==> config.mk <==
export PLATFORM = sky130hd
export DESIGN_NAME = sample_loader
export DESIGN_NICKNAME = d
export VERILOG_FILES = /design/src/rtl/sample_loader.sv
export SDC_FILE = /design/constraint.sdc
export NUM_CORES = 1
export LEC_CHECK = 0
export CAP_MARGIN = 30
export CORE_MARGIN = 5
export CORE_UTILIZATION = 50
export DETAILED_ROUTE_END_ITERATION = 7
export PLACE_DENSITY = 0.75
export SLEW_MARGIN = 0
export SYNTH_ARGS = -nofsm -noshare
export SYNTH_HDL_FRONTEND = slang
export SYNTH_SLANG_ARGS = --single-unit
==> constraint.sdc <==
create_clock -name clk -period 2.4 [get_ports clk]
set_input_delay 0.6 -clock clk [delete_from_list [all_inputs] [get_ports clk]]
set_output_delay 0.6 -clock clk [all_outputs]
set_load 0.02 [all_outputs]
==> src/rtl/sample_loader.sv <==
// sample_loader: packs a byte stream into 64-bit input-memory words at {index, level}, then launches one sample at a time.
// Latency: wr_en one cycle after a word's 8th byte; start one cycle after the last write (after the trailer byte with SAMPLE_LOADER_CHKSUM_EN).
// Backpressure: in_ready low during WRITE, LAUNCH and WAIT; the producer holds in_data until it is accepted.
module sample_loader #(
  parameter int NUM_WORDS   = 8,
  parameter int MAX_SAMPLES = 1024,
  localparam int LVL_W = (NUM_WORDS > 1) ? $clog2(NUM_WORDS) : 1,
  localparam int IDX_W = (MAX_SAMPLES > 1) ? $clog2(MAX_SAMPLES) : 1
) (
  input  logic                   clk,
  input  logic                   rst,
  input  logic                   in_valid,
  input  logic [7:0]             in_data,
  output logic                   in_ready,
  output logic                   wr_en,
  output logic [IDX_W+LVL_W-1:0] wr_addr,
  output logic [63:0]            wr_data,
  output logic                   start,
  input  logic                   finish,
  output logic [IDX_W-1:0]       index,
  output logic                   busy,
  output logic                   err
);

  typedef enum logic [2:0] {
    ST_FILL,
    ST_WRITE,
`ifdef SAMPLE_LOADER_CHKSUM_EN
    ST_CHECK,
`endif
    ST_LAUNCH,
    ST_WAIT
  } state_t;

  state_t            state_q, state_d;
  logic [2:0]        byte_cnt_q;
  logic [LVL_W-1:0]  level_q;
  logic [63:0]       word_q, word_d;
  logic              xfer, last_byte, last_level, idx_wrap;

  assign xfer       = in_valid & in_ready;
  assign last_byte  = (byte_cnt_q == 3'd7);
  assign last_level = (level_q == LVL_W'(NUM_WORDS - 1));
  assign idx_wrap   = (index == IDX_W'(MAX_SAMPLES - 1));

  // Word as it will look once the byte on in_data lands in its lane.
  always_comb begin
    word_d = word_q;
    word_d[{byte_cnt_q, 3'b000} +: 8] = in_data;
  end

`ifdef SAMPLE_LOADER_CHKSUM_EN
  logic [7:0] sum_q;
  logic       trailer_ok;

  assign trailer_ok = (in_data == sum_q);

  always_ff @(posedge clk or negedge rst) begin
    if (!rst) begin
      sum_q <= 8'd0;
      err   <= 1'b0;
    end else if (state_q == ST_FILL && xfer) begin
      sum_q <= sum_q + in_data;
    end else if (state_q == ST_CHECK && xfer) begin
      // Either outcome starts a fresh sample, so the sum restarts here.
      sum_q <= 8'd0;
      if (!trailer_ok) err <= 1'b1;
    end
  end
`else
  assign err = 1'b0;
`endif

  always_comb begin
    state_d = state_q;
    unique case (state_q)
      ST_FILL:   if (xfer && last_byte) state_d = ST_WRITE;
      ST_WRITE: begin
        if (last_level) begin
`ifdef SAMPLE_LOADER_CHKSUM_EN
          state_d = ST_CHECK;
`else
          state_d = ST_LAUNCH;
`endif
        end else begin
          state_d = ST_FILL;
        end
      end
`ifdef SAMPLE_LOADER_CHKSUM_EN
      ST_CHECK:  if (xfer) state_d = trailer_ok ? ST_LAUNCH : ST_FILL;
`endif
      ST_LAUNCH: state_d = ST_WAIT;
      ST_WAIT:   if (finish) state_d = ST_FILL;
      default:   state_d = ST_FILL;
    endcase
  end

  always_ff @(posedge clk or negedge rst) begin
    if (!rst) state_q <= ST_FILL;
    else      state_q <= state_d;
  end

  // Outputs are registered from the next state so they line up with the state they belong to.
  always_ff @(posedge clk or negedge rst) begin
    if (!rst) begin
      in_ready <= 1'b1;
      wr_en    <= 1'b0;
      start    <= 1'b0;
      busy     <= 1'b0;
    end else begin
`ifdef SAMPLE_LOADER_CHKSUM_EN
      in_ready <= (state_d == ST_FILL) || (state_d == ST_CHECK);
`else
      in_ready <= (state_d == ST_FILL);
`endif
      wr_en    <= (state_d == ST_WRITE);
      start    <= (state_d == ST_LAUNCH);
      busy     <= (state_d == ST_LAUNCH) || (state_d == ST_WAIT);
    end
  end

  always_ff @(posedge clk or negedge rst) begin
    if (!rst) begin
      byte_cnt_q <= 3'd0;
      word_q     <= 64'd0;
      wr_addr    <= '0;
      wr_data    <= 64'd0;
    end else if (state_q == ST_FILL && xfer) begin
      byte_cnt_q <= last_byte ? 3'd0 : byte_cnt_q + 3'd1;
      word_q     <= word_d;
      if (last_byte) begin
        wr_addr <= {index, level_q};
        wr_data <= word_d;
      end
    end
  end

  always_ff @(posedge clk or negedge rst) begin
    if (!rst) begin
      level_q <= '0;
      index   <= '0;
    end else begin
      if (state_q == ST_WRITE)
        level_q <= last_level ? '0 : level_q + LVL_W'(1);
      if (state_q == ST_WAIT && finish)
        index <= idx_wrap ? '0 : index + IDX_W'(1);
    end
  end

endmodule

## Word level (Yosys, flattened, before mapping)

Cells that the tools add are included.

| cells by class | value |
|---|---|
| $add $sub $neg | 4 |
| multiply operators | 0 |
| divide/modulo/power cells | 0 |
| order comparisons | 0 |
| equal/unequal tests | 9 |
| shift operators | 2 |
| muxes and demuxes | 8 |
| bitwise operators | 1 |
| reductions and logical operators | 7 |

Operator list:

| operator | count |
|---|---|
| bitwise mux 64 bit | 1 |
| variable shift 8 x 8 -> 64 bit, first input constant | 1 |
| indexed part select 8 x 8 -> 64 bit | 1 |
| equality test 3 x 2 -> 1 bit, second input constant | 4 |
| two-way mux 3 bit | 4 |
| case mux 3 bit (4 select lines) | 1 |
| adder 10 x 1 -> 10 bit, second input constant | 1 |
| equality test 10 bit, second input constant | 1 |
| two-way mux 10 bit | 1 |
| negation 6 -> 8 bit | 1 |
| adder 3 x 1 -> 3 bit, second input constant | 2 |
| equality test 3 x 1 -> 1 bit, second input constant | 2 |
| equality test 3 bit, second input constant | 2 |
| logical NOT 3 bit | 2 |
| logical AND 1 bit | 3 |
| two-way mux 2 bit | 1 |
| AND reduction 2 bit | 1 |
| AND 1 bit | 1 |
| logical OR 1 bit | 1 |

| storage, ports and cells | value |
|---|---|
| flip-flop bits (word level) | 164 |
| bits in latches | 0 |
| memory bits (writable) | 0 |
| bits in read-only memories | 0 |
| input bits | 12 |
| output and inout port bits | 92 |
| word-level logic and storage cells | 42 |
| memories | 0 |

## Logic depth before layout (Yosys ltp)

| logic depth | value |
|---|---|
| depth in word-level cells | 6 |
| mapped depth | 10 |
| gate-level depth less buffers | 6 |

## Least setup slack after synthesis

No wires, ideal clock.

| timing | value |
|---|---|
| kind | register to register |
| start point | register byte_cnt_q[0] |
| end point | register wr_data[4] |
| setup time | 0.130 ns |
| arrival time | 2.294 ns |
| required time | 2.270 ns |
| slack | -0.024 ns |
| cell stages (with the launch flop) | 10 |
| buffers on the path | 3 |
| clock period less this slack | 2.424 ns |
| path through | dfrtp_1 -> clkbuf_1 -> inv_1 -> ha_1 -> ha_1 -> buf_2 -> or4b_1 -> clkbuf_1 -> o21ai_0 -> a31oi_1 |

| between the ends | value |
|---|---|
| word-level cells in the longest chain between the ends | 3 |
| elaborated cells between the ends (all ways) | 6 |
| classes of those cells | 1 x add/sub; 1 x eq/ne; 2 x shift; 1 x mux; 1 x reduce/logical |

RTL lines:

| element | line | text |
|---|---|---|
| start: declaration | 36 | `logic [2:0] byte_cnt_q;` |
| start signal: assignment | 129 | `byte_cnt_q <= last_byte ? 3'd0 : byte_cnt_q + 3'd1;` |
| negation 6 -> 8 bit | 49 | `word_d[{byte_cnt_q, 3'b000} +: 8] = in_data;` |
| indexed part select 8 x 8 -> 64 bit / variable shift 8 x 8 -> 64 bit (equally long branches) | 49 |  |
| bitwise mux 64 bit | 49 |  |
| end signal: assignment | 133 | `wr_data <= word_d;` |
| end: declaration | 17 | `output logic [63:0] wr_data,` |

Several ways; a longest one is shown, not always the timed one.
A chain may end at the register's enable or synchronous reset.

## Worst setup path in the final report

| timing | value |
|---|---|
| start point | register byte_cnt_q[0] |
| end point | register wr_data[3] |

Same word-level chain as after synthesis.

==> flow_metrics.tcl <==
set metrics [dict create \
    outcome "finished clean" \
    clk_pin_slew_ns 0.06 \
    cts-resized-gates 0 \
    slew_viol_final 0 \
    setup-violations-final 0 \
    synth_common_cells "dfrtp_1 (163), a21oi_1 (89), mux2_2 (79)" \
    antennaDiodeCount 0 \
    synth_top_area_frac 0.530 \
    synthCells 678 \
    htreeDepth 4 \
    synth.most_common_cell "dfrtp_1" \
    clk_path_buf_depth 2 \
    ys_ff_latch 164 \
    synthArstFlopShare 1.00 \
    clock_sinks 164 \
    clk_latency_ns 0.42 \
    initial_utilization 0.508 \
    die-area_mm2 0.0180 \
    placed_area_mm2 0.00913 \
    cp.required_ns 2.69 \
    rsz0062_at_grt "false" \
    combPwrFrac 0.454 \
    seq_area_frac_synth 0.534 \
    leakage_nw 4.18 \
    final_layout_size_suffix_gt1_frac 0.226 \
    pwr-share-clk 0.208 \
    antenna_found_initial 0 \
    drt-wirelength-per-cell_um 20.7 \
    hp-class "primary input to asynchronous set/reset pin" \
    synth.distinct_cells 54 \
    wl_um 20600 \
    cts-root-buf "clkbuf_16" \
    period_share 0.923 \
    final_area_mm2 0.00972 \
    tns_ns 0 \
    postRouteAntennaNets 0 \
    synth_edf_count 0 \
    coreArea_mm2 0.0151 \
    critPathArrivalTime_ns 2.50 \
    layout.nets 816 \
    rows 45 \
    holdBufCountCts 0 \
    period_needed_ns 2.22 \
    hold_viol_final 0 \
    seq_power_share 0.338 \
    synthToLayoutAreaGrowth_pct 26.3 \
    hold_ws_ns 0.0698 \
    vias 6166 \
    track_usage 0.234 \
    r2r_slack_ns 0.18 \
    cap_violations 0 \
    synth_area_leaders "dfrtp_1 (53%), mux2_2 (12%), a21oi_1 (5.8%), a31oi_1 (3.3%), o21ai_0 (2.8%)" \
    grt_pass1_vias 6232 \
    grt_max_degree 75 \
    slew_headroom 0.502 \
    worst_pin_slew_ns 0.745 \
    placed_cells 964 \
    syn_area_per_cell_um2 11.3 \
    crit_path_end_kind "register" \
    clock_skew_ns 0.00880 \
    grt_pass1_wl_um 33400 \
    postCtsSetupRepairBufs 0 \
    p_switching_mw 5.03 \
    drc 0 \
    drt_iter0_markers 550 \
    cts_buffers 17 \
    stdcell_count 992 \
    syn_area_mm2 0.00769 \
    cp_max_fo 8 \
    gp_congestion 0.896 \
    p_per_area_mw_per_mm2 1350 \
    synth_top_cell_by_area "dfrtp_1" \
    worstSetupPathType "register to register" \
    p_int_mw 8.11 \
    peakVddDrop_mv 0.858 \
    finalPower_mw 13.1 \
    drt-vias-per-instance 6.22 \
    synth_warnings 0 \
    pin_count 104 \
    dr.pass1.iters 5 \
    cts_tree "yes" \
    setup_ws_ns 0.185 \
    cp-start-kind "register" \
    fmax_mhz 451 \
    fin_util 0.642 \
    grt_overflow 0 \
    ys.flop_type "dfrtp_1" \
    switching_share 0.383 \
    die_h_um 134 \
    hpwl_um 14200 \
    port_buffers 102 \
    die_x_um 134 \
    dp_slack_ns 0.235 \
]
[power groups by stage]
stage	sequential [mW]	combinational [mW]	clock [mW]
4_1_cts	4.43	5.95	2.77
3_5_place_dp	4.46	5.90	0
3_3_place_gp	4.39	5.76	0
2_1_floorplan	5.02	2.88	0
5_1_grt	4.55	6.43	2.89
6_report	4.44	5.96	2.74
[worst max-delay path, cell delays in order, from the launching register on]
cell and delay [ns]:
dfrtp_1 0.36, inv_1 0.07, ha_1 0.20, ha_1 0.34, or4b_1 0.72, o21ai_0 0.26, a31oi_1 0.12
[cell families (layout without fill, tap and decap cells)]
group	Yosys count	in the layout	synth area share
buffers and inverters	58	183	0.0345
flip-flops	164	164	0.534
XOR/XNOR	4	4	0.00455
multiplexers	80	80	0.117
AND/OR/NAND/NOR	148	148	0.132
other	1	2	0.000487
adder cells (fa/ha/maj)	9	9	0.0146
AO/OA/AOI/OAI	214	214	0.164
[final timing paths]
path                                      startpoint                      end  cells past startpoint
max in group asynchronous                        rst  wr_data[29]$_DFFE_PN0P_                      2
max                        byte_cnt_q[0]$_DFFE_PN0P_   wr_data[3]$_DFFE_PN0P_                      6
min reg2reg                   wr_addr[5]$_DFFE_PN0P_   wr_addr[5]$_DFFE_PN0P_                      1
min in group clk              wr_addr[5]$_DFFE_PN0P_   wr_addr[5]$_DFFE_PN0P_                      1
max reg2reg                byte_cnt_q[0]$_DFFE_PN0P_   wr_data[3]$_DFFE_PN0P_                      6
min                                              rst   wr_addr[3]$_DFFE_PN0P_                      1
[sequential cells by signal (all words and copies together) (netlist names)]
register / count
start: 1
in_ready: 1
index: 10
busy: 1
wr_addr: 13
wr_data: 64
word_q: 64
byte_cnt_q: 3
wr_en: 1
state_q: 3
level_q: 3
[routing by layer]
metal  global-route usage  part of all wire
met5                    0                 0
met4               0.0701             0.015
met3               0.0593             0.075
met2                0.377              0.50
met1                0.317              0.41
[placed cells by master (no fill, tap or decap), drive strengths merged, types with 3 or more instances in the layout]
| cell type | synthesis | layout |
|---|---|---|
| o21ai | 48 | 48 |
| nand4 | 11 | 11 |
| and4bb | 8 | 8 |
| a32oi | 6 | 6 |
| nand2 | 30 | 30 |
| o311ai | 3 | 3 |
| nor3 | 5 | 5 |
| nand3 | 28 | 28 |
| dfrtp | 163 | 163 |
| inv | 5 | 5 |
| ha | 9 | 9 |
| mux2 | 79 | 79 |
| and3 | 3 | 3 |
| a21oi | 89 | 89 |
| nor4bb | 3 | 3 |
| bufinv | 0 | 3 |
| a22oi | 17 | 17 |
| nand2b | 11 | 11 |
| o2bb2ai | 3 | 3 |
| clkbuf | 24 | 23 |
| and2 | 5 | 5 |
| buf | 29 | 49 |
| nor2 | 15 | 15 |
| a31oi | 41 | 41 |
| nor2b | 11 | 11 |
| or3 | 3 | 3 |
| clkdlybuf4s50 | 0 | 101 |
[cell type report]
| class | instances | area [um^2] |
|---|---|---|
| Fill cell | 1128 | 5430 |
| Sequential cell | 164 | 4110 |
| Multi-Input combinational cell | 457 | 3330 |
| Timing Repair Buffer | 150 | 1450 |
| Clock buffer | 23 | 488 |
| Tap cell | 188 | 235 |
| Clock inverter | 5 | 100 |
| Inverter | 5 | 18.8 |
Note: power is estimated with default switching activity, not from simulation.
